### src/rtl/io_bus_pkg.sv
// Shared types and helpers for the 8-bit peripheral bus initiator.
// Optional sign extension of loads is enabled by defining IO_BUS_SIGNEXT_EN.
package io_bus_pkg;

    typedef enum logic [1:0] {
        IDLE,
        ACCESS,
        WAIT_RD,
        RESP
    } state_e;

    localparam logic [1:0] SZ_BYTE = 2'd0;
    localparam logic [1:0] SZ_HALF = 2'd1;
    localparam logic [1:0] SZ_WORD = 2'd2;

    // Number of byte beats for a request size; size 3 is treated as a word.
    function automatic logic [2:0] beats_for_size(input logic [1:0] size);
        case (size)
            SZ_BYTE: return 3'd1;
            SZ_HALF: return 3'd2;
            default: return 3'd4;
        endcase
    endfunction

endpackage

### src/rtl/io_bus_rd_pack.sv
// Load result assembly: byte-lane insert per beat, final zero/sign extension
// and the registered response data.
// Sign extension logic exists only when IO_BUS_SIGNEXT_EN is defined.
module io_bus_rd_pack import io_bus_pkg::*; (
    input  logic        clk_i,
    input  logic        rstn_i,
    input  logic        clear_i,
    input  logic        sample_i,
    input  logic [1:0]  beat_i,
    input  logic [7:0]  byte_i,
    input  logic [1:0]  size_i,
`ifdef IO_BUS_SIGNEXT_EN
    input  logic        sign_i,
`endif
    input  logic        store_i,
    input  logic        load_i,
    output logic [31:0] rdata_o
);

    logic [31:0] res_q, res_d;
    logic [31:0] rdata_q, rdata_d;
    logic [31:0] ext;
    logic        fill;

    // Result register: cleared on acceptance, one byte lane written per read beat.
    always_comb begin
        res_d = res_q;
        if (clear_i) begin
            res_d = '0;
        end else if (sample_i) begin
            res_d[{beat_i, 3'b000} +: 8] = byte_i;
        end
    end

    // Extension works on the next-state result so the final sample and the
    // response register update on the same edge.
    always_comb begin
        fill = 1'b0;
        ext  = res_d;
        case (size_i)
            SZ_BYTE: begin
`ifdef IO_BUS_SIGNEXT_EN
                fill = sign_i & res_d[7];
`endif
                ext = {{24{fill}}, res_d[7:0]};
            end
            SZ_HALF: begin
`ifdef IO_BUS_SIGNEXT_EN
                fill = sign_i & res_d[15];
`endif
                ext = {{16{fill}}, res_d[15:0]};
            end
            default: ext = res_d;
        endcase
    end

    // Response data only changes when a response is issued; stores return zero.
    always_comb begin
        rdata_d = rdata_q;
        if (load_i) begin
            rdata_d = store_i ? 32'd0 : ext;
        end
    end

    // Datapath registers.
    always_ff @(posedge clk_i or negedge rstn_i) begin
        if (!rstn_i) begin
            res_q   <= '0;
            rdata_q <= '0;
        end else begin
            res_q   <= res_d;
            rdata_q <= rdata_d;
        end
    end

    assign rdata_o = rdata_q;

endmodule

### src/rtl/io_bus_master.sv
// Peripheral bus initiator: splits one 32-bit CPU load/store into 1/2/4 byte
// beats at a fixed FIFO address and returns one response pulse per request.
// Define IO_BUS_SIGNEXT_EN to honour req_signed_i on sub-word loads.
module io_bus_master import io_bus_pkg::*; #(
    parameter int ADDR_W     = 2,
    parameter int RD_LATENCY = 1
) (
    input  logic              clk_i,
    input  logic              rstn_i,
    input  logic              req_valid_i,
    output logic              req_ready_o,
    input  logic              req_we_i,
    input  logic [1:0]        req_size_i,
    input  logic              req_signed_i,
    input  logic [ADDR_W-1:0] req_addr_i,
    input  logic [31:0]       req_wdata_i,
    output logic              rsp_valid_o,
    output logic [31:0]       rsp_rdata_o,
    output logic              bus_sel_o,
    output logic              bus_read_o,
    output logic              bus_write_o,
    output logic [ADDR_W-1:0] bus_addr_o,
    output logic [7:0]        bus_data_o,
    input  logic [7:0]        bus_data_i
);

    localparam logic [1:0] WAIT_LAST = 2'(RD_LATENCY - 1);

    state_e            state_q, state_d;
    logic [1:0]        beat_q, beat_d;
    logic [1:0]        wcnt_q, wcnt_d;
    logic [1:0]        size_q, size_d;
    logic              we_q, we_d;
    logic [ADDR_W-1:0] addr_q, addr_d;
    logic [31:0]       wdata_q, wdata_d;
    logic [7:0]        data_q, data_d;
    logic              sel_q, sel_d;
    logic              read_q, read_d;
    logic              write_q, write_d;
    logic              rsp_q, rsp_d;
    logic              clear, sample;
    logic [1:0]        last_beat, beat_inc;

`ifdef IO_BUS_SIGNEXT_EN
    logic              sgn_q, sgn_d;
`else
    logic              unused_signed;
    assign unused_signed = req_signed_i;
`endif

    assign last_beat = 2'(beats_for_size(size_q) - 3'd1);
    assign beat_inc  = beat_q + 2'd1;

    // Next-state and registered-output decode; strobes are set on the edge
    // that enters ACCESS so they appear during the ACCESS cycle.
    always_comb begin
        state_d = state_q;
        beat_d  = beat_q;
        wcnt_d  = wcnt_q;
        size_d  = size_q;
        we_d    = we_q;
        wdata_d = wdata_q;
        addr_d  = addr_q;
        data_d  = data_q;
        sel_d   = 1'b0;
        read_d  = 1'b0;
        write_d = 1'b0;
        clear   = 1'b0;
        sample  = 1'b0;
`ifdef IO_BUS_SIGNEXT_EN
        sgn_d   = sgn_q;
`endif
        case (state_q)
            IDLE: begin
                if (req_valid_i) begin
                    we_d    = req_we_i;
                    size_d  = req_size_i;
                    wdata_d = req_wdata_i;
                    beat_d  = 2'd0;
                    clear   = 1'b1;
`ifdef IO_BUS_SIGNEXT_EN
                    sgn_d   = req_signed_i;
`endif
                    state_d = ACCESS;
                    sel_d   = 1'b1;
                    read_d  = ~req_we_i;
                    write_d = req_we_i;
                    addr_d  = req_addr_i;
                    if (req_we_i) begin
                        data_d = req_wdata_i[7:0];
                    end
                end
            end
            ACCESS: begin
                if (we_q) begin
                    if (beat_q == last_beat) begin
                        state_d = RESP;
                    end else begin
                        beat_d  = beat_inc;
                        sel_d   = 1'b1;
                        write_d = 1'b1;
                        data_d  = wdata_q[{beat_inc, 3'b000} +: 8];
                    end
                end else begin
                    wcnt_d  = 2'd0;
                    state_d = WAIT_RD;
                end
            end
            WAIT_RD: begin
                wcnt_d = wcnt_q + 2'd1;
                if (wcnt_q == WAIT_LAST) begin
                    sample = 1'b1;
                    if (beat_q == last_beat) begin
                        state_d = RESP;
                    end else begin
                        beat_d  = beat_inc;
                        state_d = ACCESS;
                        sel_d   = 1'b1;
                        read_d  = 1'b1;
                    end
                end
            end
            RESP: begin
                state_d = IDLE;
            end
            default: state_d = IDLE;
        endcase
        rsp_d = (state_d == RESP);
    end

    // Control and bus output registers.
    always_ff @(posedge clk_i or negedge rstn_i) begin
        if (!rstn_i) begin
            state_q <= IDLE;
            beat_q  <= '0;
            wcnt_q  <= '0;
            size_q  <= '0;
            we_q    <= 1'b0;
            wdata_q <= '0;
            addr_q  <= '0;
            data_q  <= '0;
            sel_q   <= 1'b0;
            read_q  <= 1'b0;
            write_q <= 1'b0;
            rsp_q   <= 1'b0;
        end else begin
            state_q <= state_d;
            beat_q  <= beat_d;
            wcnt_q  <= wcnt_d;
            size_q  <= size_d;
            we_q    <= we_d;
            wdata_q <= wdata_d;
            addr_q  <= addr_d;
            data_q  <= data_d;
            sel_q   <= sel_d;
            read_q  <= read_d;
            write_q <= write_d;
            rsp_q   <= rsp_d;
        end
    end

`ifdef IO_BUS_SIGNEXT_EN
    // Signed-load flag, only kept when sign extension is built in.
    always_ff @(posedge clk_i or negedge rstn_i) begin
        if (!rstn_i) begin
            sgn_q <= 1'b0;
        end else begin
            sgn_q <= sgn_d;
        end
    end
`endif

    io_bus_rd_pack u_rd_pack (
        .clk_i    (clk_i),
        .rstn_i   (rstn_i),
        .clear_i  (clear),
        .sample_i (sample),
        .beat_i   (beat_q),
        .byte_i   (bus_data_i),
        .size_i   (size_q),
`ifdef IO_BUS_SIGNEXT_EN
        .sign_i   (sgn_q),
`endif
        .store_i  (we_q),
        .load_i   (rsp_d),
        .rdata_o  (rsp_rdata_o)
    );

    assign req_ready_o = (state_q == IDLE);
    assign rsp_valid_o = rsp_q;
    assign bus_sel_o   = sel_q;
    assign bus_read_o  = read_q;
    assign bus_write_o = write_q;
    assign bus_addr_o  = addr_q;
    assign bus_data_o  = data_q;

endmodule

### config.mk
export PLATFORM = sky130hd
export DESIGN_NAME = io_bus_master
export DESIGN_NICKNAME = d
export VERILOG_FILES = /design/src/rtl/io_bus_pkg.sv /design/src/rtl/io_bus_rd_pack.sv /design/src/rtl/io_bus_master.sv
export SDC_FILE = /design/constraint.sdc
export NUM_CORES = 1
export LEC_CHECK = 0
export CAP_MARGIN = 10
export CELL_PAD_IN_SITES_DETAIL_PLACEMENT = 0
export CELL_PAD_IN_SITES_GLOBAL_PLACEMENT = 1
export CORE_MARGIN = 2
export CORE_UTILIZATION = 30
export CTS_CLUSTER_SIZE = 40
export DETAILED_ROUTE_END_ITERATION = 10
export GPL_TIMING_DRIVEN = 0
export MAX_ROUTING_LAYER = met4
export PLACE_DENSITY = 0.7
export SETUP_SLACK_MARGIN = 0.15
export SYNTH_ARGS = -nofsm -noshare
export SYNTH_HDL_FRONTEND = slang
export SYNTH_HIERARCHICAL = 1
export SYNTH_SLANG_ARGS = --single-unit
### constraint.sdc
create_clock -name clk_i -period 2.8 [get_ports clk_i]
set_clock_uncertainty 0.05 [all_clocks]
set_input_delay 0.56 -clock clk_i [delete_from_list [all_inputs] [get_ports clk_i]]
set_output_delay 0.56 -clock clk_i [all_outputs]
set_load 0.01 [all_outputs]
==> results.md, run 1 <==
* Status: finished, final reports clean
* FFs w/ async S/R, synth at 100%
* Fmax at around 0.4 GHz
* Leakage at 3.28 nW
* CP endpoint kind: flip-flop
* Cell repeated most along the worst path: buf_6
* Final hold violation count at 0
* Max-cap violations at 0
* Worst Path Required at slightly above 3 ns
* Sink Count at roughly 120
* Number of remaining DRC errors at 0
* R2R depth at 10
* Initial core utilization at between 30% and 40%
* Vias/cell at slightly below 5
* Clk Latency, worst-skew pair at ~0.42 ns
* Most common cell in the netlist: dfrtp_1
* Reg-to-reg endpoint: u_rd_pack/rdata_o[6]
* VDD IR max at roughly 0.5 mV
* Fin worst setup slack at 0.267 ns
* Post-synthesis sequential area ratio at between 50 and 60%
* Layout net count at 650
* Setup Viol. Count Final at 0
* Diode count at 0
* Max Slew Vio Count at 0
* IO Port Bufs at 94
* Arrival time at the worst endpoint at between 2 and 3 ns
* Tcrit/Tclk final at between 90 and 100%
* Place WS at -0.566 ns
* GRT overflow at 0
* Worst hold path type: in -> async
* Type of the worst setup path: reg -> reg
* Routed Antenna Nets at 0
* Vias in the first global route at approximately 4400
* Post-synth top flop: dfrtp_1
* Initial antenna violation count at 0
* Commonest cells post-synth: dfrtp_1, mux2_2, inv_1
* Total power at 8.13 mW
* PD cells at 1050 mW/mm^2
* Reg clk slew, reported paths at 0.05 ns
* Synth top area share at between 50% and 60%
* Global-route wire length before repair at around 23000 microns
* CP Cell Sequence: or4_4 -> o311ai_4 -> o311a_1 -> a21boi_4 -> buf_6 -> nor3b_4 -> buf_6 -> buf_12 -> nand3_1 -> o221ai_2
* Synth warn at 6
* Area delta synth->final at 40.1%
* Final WL at 14500 microns
* Largest fanout on the critical path at 6
* Synth unique cells at 48
* GRT Util Overall at around 16%
* Layout cells sized above 1 at 28.3%
* Worst Tran Pin Value at between 0.5 and 0.6 ns
* Cell family with most CP delay: simple AND/OR/NAND/NOR gates
* Slowest CP cell: or4_4
* Largest cells by area after synthesis: dfrtp_1, mux2_2, mux4_2, o22ai_1, inv_1
* Drt first-iter violations at roughly 240
* Gpl congestion at approximately 0.83
* Reg-to-Reg Start: beat_q[0]
* Placed Area at about 0.0068 sq mm
* Largest net degree at the start of global routing at between 70 and 80
* DR WL/cell at roughly 17 microns
* Slew Limit Headroom at roughly two thirds
* RSZ-0062 raised after global routing: no
* Synth Area per Inst at about 12 sq um
* TritonCTS clock tree: built
* H-tree Lvls at 4
* Row count at slightly below 50
* Worst setup path start: beat_q[0]
* TritonCTS buffer count at 17
* IO Count at 96
* Design area at approximately 0.0077 sq mm
* Post-Syn Nets at about 520
* Bufs and invs on worst path at 3
* Tmin final at approximately 2.5 ns
* Area leader, netlist: dfrtp_1
* R2r setup slk at between 0.2 and 0.3 ns
* Post-synthesis cell area at 0.00550 sq mm
* CP startpoint kind: flip-flop
* Core Footprint at 0.0180 sq mm
* Via Count at slightly above 4000
* FILL cells at between 1500 and 2000
* Register bit total from synthesis at approximately 120
* HPWL Detailed at 10200 microns
* Full die area at 0.0194 sq mm
* Die Width at 139 microns
* Die Y at between 100 and 150 microns
* DRT Pass-1 Iters at 4
* Slowest stage delay, CP at 0.55 ns
* Post-synth EDFFs at 0
* CTS root buf: clkbuf_16
* Clock Tree Buf Depth at 2
* Post-Synthesis Cells at 456
stage by stage:
step | setup TNS, ns | utilization [%] | std cells | hold slack (ns)
4_1_cts | 0 | 42.2 | 824 | 0.00591
2_1_floorplan | 0 | - | 456 | 0.214
3_5_place_dp | -16.81 | 37.6 | 780 | 0.442
3_3_place_gp | -423.31 | 37.5 | 779 | 0.436
5_1_grt | 0 | 42.9 | 833 | 0.0255
6_report | 0 | 42.9 | 833 | 0.00430
worst max path at each step:
| stage | cells past startpoint | endpoint |
|---|---|---|
| after floorplan | 12 | u_rd_pack/rdata_o[0] |
| after global placement | 1 | u_rd_pack/rdata_o[2] |
| after detailed placement | 12 | u_rd_pack/rdata_o[22] |
| after CTS | 12 | u_rd_pack/rdata_o[4] |
| after global routing | 13 | u_rd_pack/rdata_o[6] |
| final | 10 | u_rd_pack/rdata_o[6] |
state kept, by name, indices dropped and copies added (netlist names):
name               count
beat_q                 2
bus_addr_o             2
bus_data_o             8
bus_read_o             1
bus_sel_o              1
bus_write_o            1
rsp_valid_o            1
size_q                 2
state_q                2
u_rd_pack/rdata_o     32
u_rd_pack/res_q       32
wcnt_q                 2
wdata_q               32
we_q                   1
power breakdown:
| group | switching, mW | internal [mW] | leakage (nW) | total, mW |
|---|---|---|---|---|
| Clock | 0.755 | 1.62 | 0.326 | 2.38 |
| Combinational | 1.44 | 1.78 | 1.41 | 3.22 |
| Sequential | 0.298 | 2.23 | 1.55 | 2.53 |
cell families after synthesis:
logic type      after synthesis  share of synthesized area, %
flops                       119                          54.1
simple gates                 97                          8.84
compound gates               96                          13.5
buf+inv                      72                          6.50
mux                          61                          14.6
fa+ha+maj                    10                          2.27
xor+xnor                      1                         0.159
cell type report:
cell class	count	area [sq um]	area share, %
Buffer	30	253	3.28
Inverter	41	156	2.03
Clock inverter	8	140	1.82
Timing Repair Buffer	117	1150	14.9
Multi-Input combinational cell	265	2230	29.0
Sequential cell	119	2980	38.7
Clock buffer	24	512	6.64
Tap cell	229	287	3.72
timing repair:
item,4_1_cts,5_1_grt
endpoints found under the hold margin,0,0
buffers inserted,12,10
endpoints found under the setup margin,62,31
hold buffers,0,0
pin swaps,3,5
resized for setup,24,18
per-layer routing:
layer,part of all wire [%],vias to the layer above,track usage [%]
met4,1.6,0,5.37
met5,0,-,-
met3,7.4,21,5.95
met2,48,120,24.7
li1,-,1906,-
met1,43,2020,19.1
placed cells by master, fill, tap and decap left out, types with 9 or more instances in the layout:
cell type | synthesis | routed
buf_6 | 9 | 12
inv_1 | 40 | 37
clkbuf_16 | 0 | 18
dfrtp_1 | 119 | 115
nor2_1 | 27 | 27
ha_1 | 10 | 9
nand3_1 | 17 | 17
a21oi_1 | 11 | 11
o22ai_1 | 26 | 25
clkdlybuf4s50_1 | 0 | 93
a32oi_1 | 16 | 16
mux2_2 | 44 | 44
nand2_1 | 31 | 29
buf_4 | 3 | 25
No activity file was read; power rests on OpenSTA's default activity.
==> run 2: changes to the inputs <==
--- a/config.mk
+++ b/config.mk
@@ -14,9 +14,8 @@
 export DETAILED_ROUTE_END_ITERATION = 10
 export GPL_TIMING_DRIVEN = 0
 export MAX_ROUTING_LAYER = met4
-export PLACE_DENSITY = 0.7
+export PLACE_DENSITY = 0.71
 export SETUP_SLACK_MARGIN = 0.15
 export SYNTH_ARGS = -nofsm -noshare
 export SYNTH_HDL_FRONTEND = slang
-export SYNTH_HIERARCHICAL = 1
 export SYNTH_SLANG_ARGS = --single-unit
==> run 2 against run 1 <==
First-iteration DRC count rose by 8.9%. Worst hold slack got worse by 0.0031 ns. Sequential power shrank 2%. Design area fell by 5.7%. Combinational power fell by 10%. Final cell count grew 2.9%. Critical endpoint is now u_rd_pack.rdata_o[7].
==> results.md, run 2 <==
* Via Count at 4193
* Post-layout util at a little over two fifths
* Sink Count at between 100 and 150
* Post-synthesis cell area at between 0.005 and 0.006 sq mm
* Largest fanout on the critical path at 10
* RSZ-0062 raised after global routing: yes
* Placed Area at about 0.0066 sq mm
* Core Footprint at 0.0174 sq mm
* Synth top area share at between 50 and 60%
* Slowest CP cell: dfrtp_1
* Row count at 48
* Synth unique cells at 37
* Multi-input combinational cell area at between 0.002 and 0.0025 sq mm
* DR WL/cell at between 15 and 20 microns
* Die Y at ~140 microns
* CP Cell Sequence: inv_1 -> ha_1 -> clkbuf_4 -> and3b_1 -> clkbuf_2 -> clkbuf_2 -> a32oi_1 -> nor3_1 -> mux2_2
* Initial antenna violation count at 0
* Final WL at 14100 microns
* Setup Viol. Count Final at 0
* R2r setup slk at 0.23 ns
* Drt first-iter violations at around 260
* Reg area at 0.00298 sq mm
* Leakage at around 3.3 nW
* GRT Util Overall at 16.5%
* Largest net degree at the start of global routing at 80
* Full die area at about 0.019 sq mm
* Vias in the first global route at roughly 4400
* Routed Antenna Nets at 0
* Worst Tran Pin Value at 0.847 ns
* Diode count at 0
* Final hold violation count at 0
* IO Count at 96
* Gpl congestion at between 0.8 and 0.9
* Global-route wire length before repair at approximately 23000 microns
* Fmax at roughly 0.39 GHz
* Type of the worst setup path: reg -> reg
* Slowest stage delay, CP at ~0.45 ns
* Reg clk slew, reported paths at 0.05 ns
* Commonest cells post-synth: nand2_1, dfrtp_1, nor2_1
* Clock Tree Buf Depth at 2
* Fin worst setup slack at between 0.2 and 0.25 ns
* TritonCTS clock tree: built
* Post-Synthesis Cells at between 500 and 600
* TritonCTS buffer count at 17
* FILL cells at 1637
* Status: finished, final reports clean
* Bufs and invs on worst path at 4
* Initial core utilization at between 30 and 40%
* VDD IR max at 0.527 mV
* H-tree Lvls at 4
* PD cells at 1050 mW/mm^2
* Worst hold path type: in -> async
* Die Width at ~140 microns
* Place WS at -0.208 ns
* DRT Pass-1 Iters at 5
* Post-Syn Nets at between 500 and 600
* Area delta synth->final at 35.9%
* Worst Path Required at between 3 and 4 ns
* Cell repeated most along the worst path: clkbuf_2
* Area leader, netlist: dfrtp_1
* Most common cell in the netlist: nand2_1
* Post-synthesis sequential area ratio at 55.7%
* Largest cells by area after synthesis: dfrtp_1, nand2_1, mux2_2, a32oi_1, mux4_2
* Synth warn at 0
* Setup tns final at 0 ns
* Synth Area per Inst at roughly 11 sq um
* CP endpoint kind: flip-flop
* Max Slew Vio Count at 0
* Commonest non-fill, non-tap cells in the layout: nand2_1, dfrtp_1, clkdlybuf4s50_1, nor2_1, a32oi_1
* CTS root buf: clkbuf_16
* Slew Limit Headroom at 43.6%
* Post-synth top flop: dfrtp_1
* Number of remaining DRC errors at 0
* FFs w/ async S/R, synth at 100%
* IO Port Bufs at 94
* Post-synth EDFFs at 0
* GRT overflow at 0
* Tcrit/Tclk final at roughly 90%
* Layout cells sized above 1 at 14.4%
* Arrival time at the worst endpoint at 2.82 ns
* Clk Latency, worst-skew pair at 0.42 ns
* Max-cap violations at 0
* Layout net count at 679
* Register bit total from synthesis at about 120
* Cell family with most CP delay: buffers and inverters
* Commonest non-fill, non-tap cell in the layout: nand2_1
* Design area at just over 0.007 sq mm
* CP startpoint kind: flip-flop
* HPWL Detailed at 10000 microns
* Vias/cell at between 4 and 5
* Tmin final at between 2 and 3 ns
## run 2: power breakdown
part           switching [mW]  total [mW]  internal, mW
clock network           0.751        2.26          1.51
registers               0.281        2.48          2.20
logic                    1.54        2.89          1.35
## run 2: worst paths after layout
path                                  start                   end  depth (start not counted)
worst max-delay path              beat_q[1]  u_rd_pack.rdata_o[7]                          9
worst min-delay path                 rstn_i         bus_addr_o[1]                          1
worst max register to register    beat_q[1]  u_rd_pack.rdata_o[7]                          9
worst min register to register  wdata_q[12]           wdata_q[12]                          2
max in group asynchronous            rstn_i             beat_q[0]                          2
min in group clk_i              wdata_q[12]           wdata_q[12]                          2
## run 2: cell families after synthesis
group / synth area share [%]
AO/OA/AOI/OAI: 8.51
adder cells (fa/ha/maj): 2.34
buffers and inverters: 4.56
flip-flops: 55.7
multiplexers: 13.3
AND/OR/NAND/NOR: 15.6
## run 2: area by class of cell
class	count	area share, %
sequential	119	41.0
multi-input combinational	324	29.4
timing repair buffer	98	13.7
clock buffer	24	6.90
tap	225	3.87
buffer	34	2.20
clock inverter	7	1.60
inverter	26	1.34
## run 2: what timing repair did
item	in CTS	in global routing
buffers inserted	3	0
gates resized for setup	5	15
endpoints found under the setup margin	36	82
pin swaps	1	0
hold buffers	0	0
gates cloned	0	0
## run 2: worst reg2reg max path, delay by kind of cell (launching register included)
family	cells	cell delay, ns
buffers and inverters	4	0.76
adders and majority gates	1	0.31
AOI/OAI and AO/OA	1	0.31
and+or+nand+nor	2	0.29
DFF	1	0.45
muxes	1	0.28
## run 2: routing by layer
layer	wire length (microns)	GRT usage, %	vias to the layer above
li1	-	-	1961
met1	6080	20.2	2103
met2	6940	25.7	105
met3	753	4.23	24
met4	314	7.33	0
met5	0	-	-
## run 2: through the flow
step	hold WS (ns)	power, mW	instances
2_1_floorplan	0.214	4.30	503
3_3_place_gp	0.406	5.23	822
3_5_place_dp	0.410	5.31	823
4_1_cts	0.00518	7.67	857
5_1_grt	0.0240	8.12	857
6_report	0.00124	7.63	857
==> edit: new RTL, settings of run 1 <==
Encoding of `state_e`: now one-hot (4 bits for 4 states).
--- a/src/rtl/io_bus_pkg.sv
+++ b/src/rtl/io_bus_pkg.sv
@@ -4,7 +4,7 @@
 
-    typedef enum logic [1:0] {
-        IDLE,
-        ACCESS,
-        WAIT_RD,
-        RESP
+    typedef enum logic [3:0] {
+        IDLE    = 4'b0001,
+        ACCESS  = 4'b0010,
+        WAIT_RD = 4'b0100,
+        RESP    = 4'b1000
     } state_e;
Function: no difference found for any inputs over 4 cycles, from zero or initial values and one cycle with rstn_i low; so few cycles prove little.
==> edit against run 1 <==
Final cell count rose by 3.5%. Combinational power fell by 15%. Setup slack got worse by 0.045 ns. Total power fell by 6.4%. Synthesized area fell by 1.6%. Wire length fell by 4.1%. Clock power fell by 12%. Synthesized cell count rose by 11%. Via count rose by 2.4%. Critical path depth fell by 8. Sequential cell count rose by 2. Hold slack improved by 0.41 ns. Final area fell by 5.6%. Critical endpoint is now req_ready_o. Largest cell class unchanged.
==> edit: results (changes against run 1) <==
stage,metric,value,unit,change
status,status,"complete, no violations",,unchanged
min_path,whs_path_depth,2,,
min_path,hold_path_end,wdata_q[26]$_DFFE_PN0P_,,
final_layout,drive_above_1_share,14.7,%,was 28.3%
detailed_routing,routedWlPerCell,16.1,um,was 17.4 um
detailed_routing,drt-initial-drc-count,308,,was 235
power_and_ir_drop,p_sw_share,32.5,%,was 30.6%
worst_setup_path,critPathMaxStageDelay,0.61,ns,was 0.55 ns
timing,slew_headroom,57.6,%,was 65.8%
detailed_routing,via_per_inst,4.83,,was 4.88
synthesis,syn_nets,562,,was 515
synthesis,synthTopCellsByArea,"dfrtp_1 55%, nand2_1 9.3%, o22ai_1 2.8%",,"was dfrtp_1 54%, mux2_2 9.0%, mux4_2 3.3%"
final_layout,final_net_count,676,,was 650
worst_setup_path,crit_slowest_cell,clkdlybuf4s50_1,,was or4_4
worst_setup_path,timing.rr.start,beat_q[0]$_DFFE_PN0P_,,unchanged
worst_setup_path,arrival,1.97,ns,was 2.81 ns
worst_setup_path,timing.critical_path.max_delay_family,buffers and inverters,,was simple AND/OR/NAND/NOR gates
worst_setup_path,r2r_slack,0.32,ns,was 0.27 ns
worst_setup_path,ff2ff_path_depth,8,,was 10
synthesis,synthCells,507,,was 456
min_path,hold_path.class,reg -> reg,,was in -> async
synthesis,synth_xor_area_share,0,%,was 0.159%
grt,grt_use_total,15.8,%,was 15.9%
cts,clock_latency,0.42,ns,about the same
grt,grt_max_degree,97,,was 79
synthesis,yosysUniqueCellTypes,47,,was 48
detailed_routing,first_pass_iters,8,,was 4
synthesis,synth_seq_area_share,55.9,%,was 54.1%
grt,grt_pass1_vias,4365,,"was 4,393"
synthesis,synthAdderAreaFrac,1.39,%,was 2.27%
synthesis,synth_common_cells,"134 x nand2_1, 120 x dfrtp_1, 38 x inv_1",,"was 119 x dfrtp_1, 44 x mux2_2, 40 x inv_1"
worst_setup_path,cp_max_fo,5,,was 6
worst_setup_path,crit_start,state_q[0]$_DFF_PN1_,,was beat_q[0]$_DFFE_PN0P_
power_and_ir_drop,power_leakage,0.00329,uW,was 0.00328 uW
placement,dp_hpwl,9840,um,"was 10,200 um"
synthesis,synthMuxAreaShare,7.48,%,was 14.6%
synthesis,synth-compound-area-share,12.1,%,was 13.5%
grt,grt_pass1_wl,23200,um,"was 23,300 um"
power_and_ir_drop,peakVddDrop,0.525,mV,was 0.499 mV
placement,placed_cells,831,,was 780
placement,place_congestion,0.833,,was 0.834
detailed_routing,routed_wl,13900,um,"was 14,500 um"
worst_setup_path,rr_endpoint,u_rd_pack/rdata_o[12]$_DFFE_PN0P_,,was u_rd_pack/rdata_o[6]$_DFFE_PN0P_
-- edit: power by group through the flow --
stage | Clock, uW | Combinational, uW | Sequential, uW
2_1_floorplan | 0 | 1410 | 2880
3_3_place_gp | 0 | 2700 | 2780
3_5_place_dp | 0 | 2750 | 2800
4_1_cts | 2140 | 2770 | 2780
5_1_grt | 2230 | 3010 | 2870
6_report | 2100 | 2730 | 2770
-- edit: routing by layer --
| metal | vias up | track usage, % | share of wire (%) |
|---|---|---|---|
| li1 | 1965 | - | - |
| met1 | 2043 | 20.4 | 46 |
| met2 | 135 | 24.2 | 47 |
| met3 | 21 | 4.50 | 5.8 |
| met4 | 0 | 5.26 | 1.4 |
| met5 | - | - | 0 |
-- edit: stage by stage --
step / total power [uW] / instance area [um^2] / utilization (%) / hold WS [ns] / setup WS (ns)
CTS: 7690 / 7260 / 40.7 / 0.420 / 0.201
finish: 7610 / 7280 / 40.8 / 0.416 / 0.222
global placement: 5480 / 6640 / 37.2 / 0.404 / -3.56
detailed placement: 5550 / 6670 / 37.4 / 0.395 / 0.0467
floorplan: 4290 / 5420 / - / 0.214 / 0.643
global route: 8110 / 7280 / 40.8 / 0.446 / 0.147
-- edit: cell families (layout without fill, tap and decap cells) --
group                      Yosys count  count (layout)
muxes                               24              24
AOI/OAI and AO/OA                   84              84
adders and majority gates            6               6
and+or+nand+nor                    201             201
DFF                                121             121
buffers and inverters               71             197
-- edit: worst max path at each step --
stage / slack (ns) / end
after floorplan: 0.64 / u_rd_pack/rdata_o[0]$_DFFE_PN0P_
after global placement: -3.56 / bus_data_o[1]$_DFFE_PN0P_
after detailed placement: 0.05 / u_rd_pack/res_q[20]$_DFF_PN0_
after CTS: 0.20 / u_rd_pack/rdata_o[28]$_DFFE_PN0P_
after global routing: 0.15 / req_ready_o
final: 0.22 / req_ready_o
-- edit: timing repair --
item / 4_1_cts / 5_1_grt
setup buffers: 0 / 0
gates resized for setup: 2 / 2
hold buffers: 1 / 0
endpoints found under the setup margin: 28 / 32
hold endpoints to repair: 24 / 0
-- edit: area by class of cell --
class,instances,area [um^2]
inverters,39,146
well taps,229,287
flip-flops and latches,121,3030
repair buffers,96,980
fillers,1685,10600
plain buffers,31,194
multi-input cells,315,2060
clock inverters,7,65.1
clock buffers,24,512
-- edit: tightest hold or removal path: stages (launching register included) --
cell and delay [ns]:
dfrtp_1 0.33, nand2_1 0.05, nand2_1 0.05
